[src/rtl/spectrum_mem_map.sv]
// Spectrum CPU clock divider and 128K-style memory map controller.
// Optional feature: define CONTENTION_EN to add the contend port and divider stall.
module spectrum_mem_map #(
  parameter int CLK_DIV       = 3,
  parameter int CLK_LOW       = 1,
  parameter int BANK_BITS     = 3,
  parameter int ROM_PAGE_BITS = 1
) (
  input  logic                          clk,
  input  logic                          reset_n,
  output logic                          cpu_clk,
  output logic                          cpu_clk_rise,
  input  logic [15:0]                   cpu_addr,
  input  logic [7:0]                    cpu_dout,
  input  logic                          n_mreq,
  input  logic                          n_iorq,
  input  logic                          n_rd,
  input  logic                          n_wr,
  input  logic [7:0]                    rom_dout,
  input  logic [7:0]                    ram_dout,
`ifdef CONTENTION_EN
  input  logic                          contend,
`endif
  output logic [14+ROM_PAGE_BITS-1:0]   rom_addr,
  output logic [14+BANK_BITS-1:0]       ram_addr,
  output logic                          ram_we,
  output logic [7:0]                    cpu_din,
  output logic                          screen_page,
  output logic                          page_locked
);

  localparam logic [5:0] LAST = 6'(CLK_DIV - 1);
  localparam logic [5:0] LOW  = 6'(CLK_LOW);

  logic [5:0] count;
  logic [5:0] next_count;
  logic       hold;
  logic [7:0] page_q;
  logic       memwr_d;
  logic       iowr_d;
  logic [1:0] seg;
  logic [2:0] bank_full;
  logic       memwr;
  logic       port_wr;
  logic       unused_bits;

  assign seg = cpu_addr[15:14];

  always_comb begin
    case (seg)
      2'b01:   bank_full = 3'd5;
      2'b10:   bank_full = 3'd2;
      2'b11:   bank_full = page_q[2:0];
      default: bank_full = 3'd0;
    endcase
  end

  // Divider stalls only at the last high-phase count so cpu_clk is held high.
  always_comb begin
    hold = 1'b0;
`ifdef CONTENTION_EN
    hold = contend && !n_mreq && (seg == 2'b01 || (seg == 2'b11 && bank_full[0]))
           && cpu_clk && (count == LAST);
`endif
    if (hold)
      next_count = count;
    else if (count == LAST)
      next_count = 6'd0;
    else
      next_count = count + 6'd1;
  end

  always_ff @(posedge clk or negedge reset_n) begin
    if (!reset_n) begin
      count        <= 6'd0;
      cpu_clk      <= 1'b0;
      cpu_clk_rise <= 1'b0;
    end else begin
      count        <= next_count;
      cpu_clk      <= (next_count >= LOW);
      cpu_clk_rise <= !cpu_clk && (next_count >= LOW);
    end
  end

  assign memwr   = !n_mreq && !n_wr && (seg != 2'b00);
  assign port_wr = !n_iorq && !n_wr && !cpu_addr[15] && !cpu_addr[1];

  // Both strobes are edge-detected so a held strobe acts exactly once.
  always_ff @(posedge clk or negedge reset_n) begin
    if (!reset_n) begin
      memwr_d <= 1'b0;
      iowr_d  <= 1'b0;
      ram_we  <= 1'b0;
      page_q  <= 8'h00;
    end else begin
      memwr_d <= memwr;
      iowr_d  <= port_wr;
      ram_we  <= memwr && !memwr_d;
      if (port_wr && !iowr_d && !page_q[5])
        page_q <= {2'b00, cpu_dout[5:0]};
    end
  end

  generate
    if (ROM_PAGE_BITS == 1) begin : g_rom_paged
      assign rom_addr = {page_q[4], cpu_addr[13:0]};
    end else begin : g_rom_flat
      assign rom_addr = cpu_addr[13:0];
    end
  endgenerate

  assign ram_addr = {bank_full[BANK_BITS-1:0], cpu_addr[13:0]};

  always_comb begin
    cpu_din = 8'hFF;
    if (!n_mreq && !n_rd)
      cpu_din = (seg == 2'b00) ? rom_dout : ram_dout;
  end

  assign screen_page = page_q[3];
  assign page_locked = page_q[5];

  assign unused_bits = &{1'b0, cpu_dout[7:6], page_q, bank_full};

endmodule
[config.mk]
export PLATFORM = sky130hd
export DESIGN_NAME = spectrum_mem_map
export DESIGN_NICKNAME = d
export VERILOG_FILES = /design/src/rtl/spectrum_mem_map.sv
export SDC_FILE = /design/constraint.sdc
export NUM_CORES = 1
export LEC_CHECK = 0
export CORE_ASPECT_RATIO = 1.25
export CORE_UTILIZATION = 33
export DETAILED_ROUTE_END_ITERATION = 10
export GPL_ROUTABILITY_DRIVEN = 0
export PLACE_DENSITY_LB_ADDON = 0.25
export SYNTH_ARGS = -nofsm -noshare
export SYNTH_HDL_FRONTEND = slang
export SYNTH_SLANG_ARGS = --single-unit
export TNS_END_PERCENT = 50
[constraint.sdc]
create_clock -name clk -period 2 [get_ports clk]
set_input_delay 0.6 -clock clk [delete_from_list [all_inputs] [get_ports clk]]
set_output_delay 0.6 -clock clk [all_outputs]
set_load 0.1 [all_outputs]
==> results of run 1 <==
[cells in the mapped netlist, drive strengths merged, types with 2 or more instances]
library cell	instances	area share, %
a21boi	3	2.0
and3	2	1.1
mux2	5	6.7
ha	2	2.2
o22ai	2	1.1
clkbuf	2	0.78
nor2	6	2.0
inv	4	1.3
or2	2	1.1
nor4	3	3.0
nand2	17	6.3
nand3	11	4.9
buf	30	20
dfrtp	17	38
xnor2	4	3.1
[worst paths after layout]
kind / end / startpoint
max in group asynchronous: memwr_d / reset_n
worst max-delay path: cpu_din[2] / cpu_addr[14]
min in group asynchronous: count[2] / reset_n
worst max register to register: cpu_clk_rise / count[0]
worst min-delay path: ram_we / memwr_d
worst min register to register: ram_we / memwr_d
[logic make-up after synthesis]
logic type / synth area share, %
AO/OA/AOI/OAI: 6.762
XOR/XNOR: 3.880
adder cells (fa/ha/maj): 2.217
buffers and inverters: 21.84
flip-flops: 37.69
multiplexers: 6.652
AND/OR/NAND/NOR: 20.95
[final cells by class]
cell class	count	area [µm²]
tap	37	46.29
sequential	17	425.4
multi-input combinational	68	679.4
timing repair buffer	58	762.0
fill	265	1249
clock inverter	1	5.005
clock buffer	3	41.29
inverter	4	15.01
[routing by layer]
layer	vias to the layer above	GRT usage [%]	routed length, µm
met4	0	4.487	16
met3	5	4.955	351
met2	57	26.68	1309
li1	444	-	-
met5	-	0	0
met1	433	14.35	852
[stage by stage]
| step | utilization, % | setup slack, ns | TNS [ns] | hold slack, ns |
|---|---|---|---|---|
| after detailed placement | 57.03 | -0.5935 | -6.218 | 0.4006 |
| after floorplan | - | -0.009206 | -0.07365 | 0.3044 |
| final | 61.26 | -0.001837 | -0.001837 | 0.4050 |
| after CTS | 60.09 | -0.01318 | -0.04188 | 0.4087 |
| after global routing | 61.26 | -0.02048 | -0.08201 | 0.4296 |
| after global placement | 57.03 | -0.5654 | -6.004 | 0.3921 |
[report_power, final]
group / switching [mW] / leakage (nW) / internal, mW
clock: 0.110 / 0.0255 / 0.138
sequential: 0.0281 / 0.209 / 0.376
combinational: 0.361 / 0.686 / 0.252
total: 0.499 / 0.921 / 0.766
[sequential cells by signal (all words and copies together) (netlist names)]
register      flops
cpu_clk           1
page_q            6
count             6
iowr_d            1
cpu_clk_rise      1
ram_we            1
memwr_d           1
[layout by cell type, fill, tap and decap left out, drive strengths merged]
cell           count
a21boi             3
a21oi              1
a311oi             1
a31o               1
and2               1
and3               2
buf               30
clkbuf             3
clkdlybuf4s15      2
clkdlybuf4s50     13
clkinv             1
dfrtp             17
dlygate4sd2       10
dlymetal6s2s       3
ha                 2
inv                4
mux2               5
nand2             17
nand3             11
nand4              1
nand4bb            1
nor2               7
nor3               1
nor4               3
o211a              1
o22ai              2
o32ai              1
or2                2
xnor2              4
xor2               1
[timing repair]
| item | in CTS | in global routing |
|---|---|---|
| gates resized for setup | 44 | 10 |
| setup buffers | 0 | 1 |
| pin swaps | 14 | 6 |
| setup endpoints to repair | 13 | 8 |
| gates cloned | 0 | 1 |
==> flow_summary.toml, run 1 <==
[sta]
skew_ns = 0.002566
rsz0062_at_grt = "true"
fmax_mhz = 499.5
max_slew_margin_pct = 81.05
slew_violations = 0
worst_slew_pin_slew_ns = 0.2821
worst_slack_ns = -0.001837
finalCritPeriodShare_pct = 100.1
setup_viol = 1
hold_viol_final = 0
period_needed_ns = 2.002

[floorplanning]
die-area_mm2 = 0.003659
initial_utilization_pct = 35.02
fp.coreArea_mm2 = 0.003223
die_y_um = 67.39
die_width_um = 54.31
fp-row-count = 23
top_level_ports = 91

[detailed_routing]
drc = 0
first_iter_violations = 6
vias = 939
vias_per_cell = 4.995
ant_nets = 0
dr.pass1.iters = 4
totalWireLength_um = 2529
wire_per_inst_um = 13.45

[final_layout]
antenna_cells = 0
drive_gt1_share_pct = 47.68
area_delta_synth_final_pct = 74.94
fin_nets = 200
design_area_mm2 = 0.001974
stdcell_count = 188

[cts]
path_clk_slew_ns = 0.06
holdBufCountCts = 0
cts_sinks = 17
root_buffer = "clkbuf_8"
htree_levels = 1
cts_made_buffers = 3
insertion_delay_ns = 0.25
cts_tree = "yes"
cts_buffer_depth = 2

[setup_path]
cp.arrival_ns = 1.40
cp_slowest_cell = "or2_4"
slowest_delay_ns = 0.33
path_delay_family = "simple AND/OR/NAND/NOR gates"
reg2regPathDepth = 4
crit_path_start_kind = "input pin"
path_depth = 5
crit_fanout = 8
reg2reg_slack_ns = 0.51
endpoint_kind = "output port"
worst-setup-path-type = "in2out"
worst-endpoint-required_ns = 1.40
cp_cell_sequence = "buf_8 > or2_4 > nand2_2 > nand3_4 > buf_12"
path_buf_inv = 2

[yosys]
synthArstFlopShare_pct = 100.0
ys_warn_count = 0
ys_ff_latch = 17
synthCells = 120
synth_flop_cell = "dfrtp_1"
synth-edff-count = 0
ys_seq_area_share_pct = 37.69
avgSynthCellArea_um2 = 9.405
yosys.cell_types.count = 29
syn_nets = 168
syn_area_mm2 = 0.001129

[placement]
postPlaceCellArea_mm2 = 0.001838
dp_hpwl_um = 2061
io_buffer_count = 49
dp.cells = 182

[power_and_ir_drop]
peakVddDrop_uv = 517.4
power_density_mw_per_mm2 = 640.7
leakagePower_nw = 0.9210
finalPower_mw = 1.265

[run_status]
violations = "negative setup slack"
status = "finished, violations left"

[global_routing]
antenna_found_initial = 0
grt_max_degree = 18
grt_pass1_wl_um = 3960
grt_pass1_vias = 931
track_usage_pct = 14.34
grt-ovfl-total = 0

[run]
max_cap_viol_count = 0

[min_path]
min_path_type = "reg2reg"
hold_depth = 1
(Power assumes the default switching activity.)
==> run 2, diff against run 1 <==
- CORE_ASPECT_RATIO: 1.25 -> 1.1
- CTS_CLUSTER_DIAMETER: unset -> 200
- SKIP_CTS_REPAIR_TIMING: unset -> 1
==> run 2 against run 1 <==
- the flow finishes with violations (design-rule violations, negative setup slack)
- die area is essentially flat
- critical path depth is 1 lower
- sequential share of layout area down 0.068 points
- sequential power hardly changed
- largest cell class unchanged
- highest routed layer unchanged
==> flow_summary.toml, run 2 (same netlist as run 1, synthesis figures left out) <==
[run_status]
status = "finished, violations left"
violations = "design-rule violations, negative setup slack"

[setup_path]
cp_slowest_cell = "clkdlybuf4s50_1"
endpoint_kind = "output port"
crit_path_start_kind = "input pin"
cp.arrival_ns = 1.42
crit_fanout = 1
slowest_delay_ns = 0.49
worst-endpoint-required_ns = 1.40
cp_cell_sequence = "clkdlybuf4s50_1 > nand2_2 > nand3_4 > buf_12"
worst-setup-path-type = "in2out"

[detailed_routing]
dr.pass1.iters = 7
vias_per_cell = 4.957
wire_per_inst_um = 14.56
first_iter_violations = 20
vias = 922
ant_nets = 0
totalWireLength_um = 2708
drc = 9

[cts]
cts_buffer_depth = 2
htree_levels = 1
root_buffer = "clkbuf_4"
path_clk_slew_ns = 0.08
cts_tree = "yes"
cts_sinks = 17
cts_made_buffers = 3
insertion_delay_ns = 0.28

[global_routing]
antenna_found_initial = 0
grt_pass1_wl_um = 4243
grt-ovfl-total = 0
grt_pass1_vias = 914
track_usage_pct = 14.69
grt_max_degree = 18

[sta]
hold_viol_final = 0
skew_ns = 0.004181
setup_viol = 2
worst_slew_pin_slew_ns = 0.3159
finalCritPeriodShare_pct = 100.8
max_slew_margin_pct = 78.90
worst_slack_ns = -0.01611
fin_hold_ws_ns = 0.4101
period_needed_ns = 2.016
slew_violations = 0
rsz0062_at_grt = "true"
fmax_mhz = 496.0

[placement]
io_buffer_count = 49
dp_hpwl_um = 2096
place_ws_ns = -0.4314

[power_and_ir_drop]
leakagePower_nw = 0.9898
finalPower_mw = 1.193
power_density_mw_per_mm2 = 602.1
peakVddDrop_uv = 545.0

[floorplanning]
initial_utilization_pct = 35.79
fp-row-count = 21
die_y_um = 63.34
die_width_um = 57.76
die-area_mm2 = 0.003658
top_level_ports = 91
fp.coreArea_mm2 = 0.003153

[final_layout]
top_regs = "count (6), page_q (6)"
area_delta_synth_final_pct = 75.50
regArea_um2 = 425.4
drive_gt1_share_pct = 47.37
n_fill_cell = 254
antenna_cells = 0
final_common_cell = "buf_12"
final_cell_mix = "buf_12 (20), dfrtp_1 (17), clkdlybuf4s50_1 (15), dlymetal6s2s_1 (13)"
multi_input_area_um2 = 663.1
fin_nets = 201
utilization_pct = 62.82

[min_path]
min_path_type = "reg2reg"

[run]
max_cap_viol_count = 0
[run 2: worst paths after layout]
path                             start      endpoint  slack [ns]  depth (start not counted)
hold reg to reg                memwr_d        ram_we        0.41                          1
setup / recovery           ram_dout[4]    cpu_din[4]       -0.02                          4
setup reg to reg              count[0]  cpu_clk_rise        0.47                          4
max in group asynchronous      reset_n     page_q[5]        1.19                          2
min in group asynchronous      reset_n      count[2]        0.63                          2
hold / removal                 memwr_d        ram_we        0.41                          1
[run 2: final cells by class]
class	instances	share of cell area (%)
Timing Repair Buffer	60	40.81
Tap cell	34	2.148
Multi-Input combinational cell	67	33.48
Clock buffer	4	1.327
Sequential cell	17	21.48
Inverter	4	0.7581
[run 2: critical path, delay by kind of cell]
kind	cells	cell delay [ns]
and+or+nand+nor	2	0.16
buffers and inverters	2	0.66
[run 2: report_power, final]
part	total, mW	internal [mW]	switching [mW]
clock network	0.170	0.0773	0.0929
logic	0.620	0.257	0.363
registers	0.403	0.375	0.0273
total	1.19	0.709	0.483
[run 2: stage by stage]
stage	setup TNS [ns]	cell area, µm²	instances
after floorplan	-0.07365	1271	120
after global placement	-4.827	1842	180
after detailed placement	-5.077	1842	180
after CTS	-4.340	1868	184
after global routing	-0.09935	1981	186
final	-0.02930	1981	186
[run 2: metal layers]
metal | routed length [µm] | vias up | track usage [%] | part of all wire (%)
met5 | 0 | - | 0 | 0
met4 | 19 | 0 | 3.869 | 0.70
met3 | 308 | 4 | 3.491 | 11
met2 | 1354 | 44 | 24.27 | 50
met1 | 1025 | 432 | 19.12 | 38
li1 | - | 442 | - | -
==> run 3, diff against run 2 <==
- CORE_UTILIZATION: 33 -> 34
- CTS_BUF_LIST: unset -> sky130_fd_sc_hd__clkbuf_8
==> run 3 against run 2 <==
- sequential share of layout area up 0.11 points
- the run still ends with design-rule violations, negative setup slack left
- clock power up 48%
- critical path type unchanged
- sequential power about the same
- critical endpoint is now cpu_din[1]
- highest routed layer unchanged
- wire length up 6.7%
- critical path depth up 1
- via count up 4.4%
==> flow_summary.toml, run 3 (same netlist as run 1, synthesis figures left out) <==
[placement]
dp.cells = 180
io_buffer_count = 49
dp_hpwl_um = 2237

[final_layout]
fin_nets = 201
antenna_cells = 0
area_delta_synth_final_pct = 74.61
final_common_cell = "buf_12"
final_cell_mix = "buf_12 (20), dfrtp_1 (17), clkdlybuf4s50_1 (15), nand2_2 (14), dlymetal6s2s_1 (13)"
top_regs = "count (6), page_q (6)"
utilization_pct = 63.56
drive_gt1_share_pct = 48.68
n_fill_cell = 262
regArea_um2 = 425.4
multi_input_area_um2 = 645.6
stdcell_count = 186

[sta]
slew_violations = 0
worst_slew_pin_slew_ns = 0.3800
max_slew_margin_pct = 74.50
period_needed_ns = 2.003
worst_slack_ns = -0.002838
rsz0062_at_grt = "true"
fmax_mhz = 499.3
skew_ns = 0.007064
fin_hold_ws_ns = 0.4071
hold_viol_final = 0
tns_ns = -0.002838
setup_viol = 1
finalCritPeriodShare_pct = 100.1

[cts]
cts_buffer_depth = 2
insertion_delay_ns = 0.25
path_clk_slew_ns = 0.06
cts_made_buffers = 3
cts_sinks = 17
root_buffer = "clkbuf_8"
cts_tree = "yes"
htree_levels = 1

[floorplanning]
fp-row-count = 21
initial_utilization_pct = 36.40
top_level_ports = 91
die_width_um = 56.93
die_y_um = 62.43
die-area_mm2 = 0.003554
fp.coreArea_mm2 = 0.003100

[setup_path]
endpoint_kind = "output port"
slowest_delay_ns = 0.32
worst-endpoint-required_ns = 1.40
crit_fanout = 8
crit_path_start_kind = "input pin"
worst-setup-path-type = "in2out"
cp.arrival_ns = 1.40
cp_slowest_cell = "or2_4"
cp_cell_sequence = "clkbuf_2 > or2_4 > nand2_2 > nand3_4 > buf_12"

[detailed_routing]
wire_per_inst_um = 15.54
ant_nets = 0
totalWireLength_um = 2890
vias = 963
first_iter_violations = 32
drc = 16
vias_per_cell = 5.177
dr.pass1.iters = 7

[global_routing]
grt_util_met1_pct = 20.26
top_usage_layer = "met2"
use_met2_pct = 28.24
grt-ovfl-total = 0
use_met3_pct = 3.934
antenna_found_initial = 0
grt_pass1_wl_um = 4609
grt_max_degree = 18
track_usage_pct = 16.29
grt_pass1_vias = 936

[min_path]
min_path_type = "reg2reg"

[run_status]
status = "finished, violations left"
violations = "design-rule violations, negative setup slack"

[power_and_ir_drop]
finalPower_mw = 1.268
power_density_mw_per_mm2 = 643.2
leakagePower_nw = 0.9866
peakVddDrop_uv = 415.1

[run]
max_cap_viol_count = 0
run 3: cell types whose count changed in the layout (fill, tap and decap cells not counted):
cell	previous run	this run
clkbuf_1	1	0
clkbuf_2	1	2
clkbuf_8	0	3
clkinv_2	0	1
nand2_4	6	2
clkbuf_4	3	0
buf_2	0	1
nand2_2	9	14
nand2_1	2	1
buf_6	2	0
run 3: cell type report:
type / instances / share of cell area (%)
multi-input combinational: 67 / 32.76
timing repair buffer: 60 / 40.38
clock inverter: 1 / 0.2540
inverter: 4 / 0.7619
clock buffer: 3 / 2.095
sequential: 17 / 21.59
tap: 34 / 2.159
run 3: where the power goes:
part	internal (mW)	switching, mW
sequential	0.376	0.0273
clock	0.138	0.114
combinational	0.252	0.361
run 3: critical path, delay by kind of cell:
kind                   cells  cell delay (ns)
buffers and inverters      2             0.27
and+or+nand+nor            3             0.52
run 3: path summary, 6_finish.rpt:
kind	from	to	slack [ns]	cells after the start
min in group asynchronous	reset_n	page_q[5]	0.66	2
max reg2reg	count[0]	cpu_clk_rise	0.41	4
max in group asynchronous	reset_n	iowr_d	1.15	2
min	memwr_d	ram_we	0.41	1
min reg2reg	memwr_d	ram_we	0.41	1
max	cpu_addr[14]	cpu_din[1]	-0.003	5
run 3: metal layers:
layer	vias up	wire, µm
met5	-	0
met4	0	20
met3	4	324
met2	64	1475
met1	454	1069
li1	441	-
run 3: metrics by stage:
step / area, µm² / setup WS (ns)
after floorplan: 1271 / -0.009206
after global placement: 1842 / -0.4095
after detailed placement: 1842 / -0.4251
after CTS: 1888 / -0.4349
after global routing: 1971 / -0.02795
final: 1971 / -0.002838
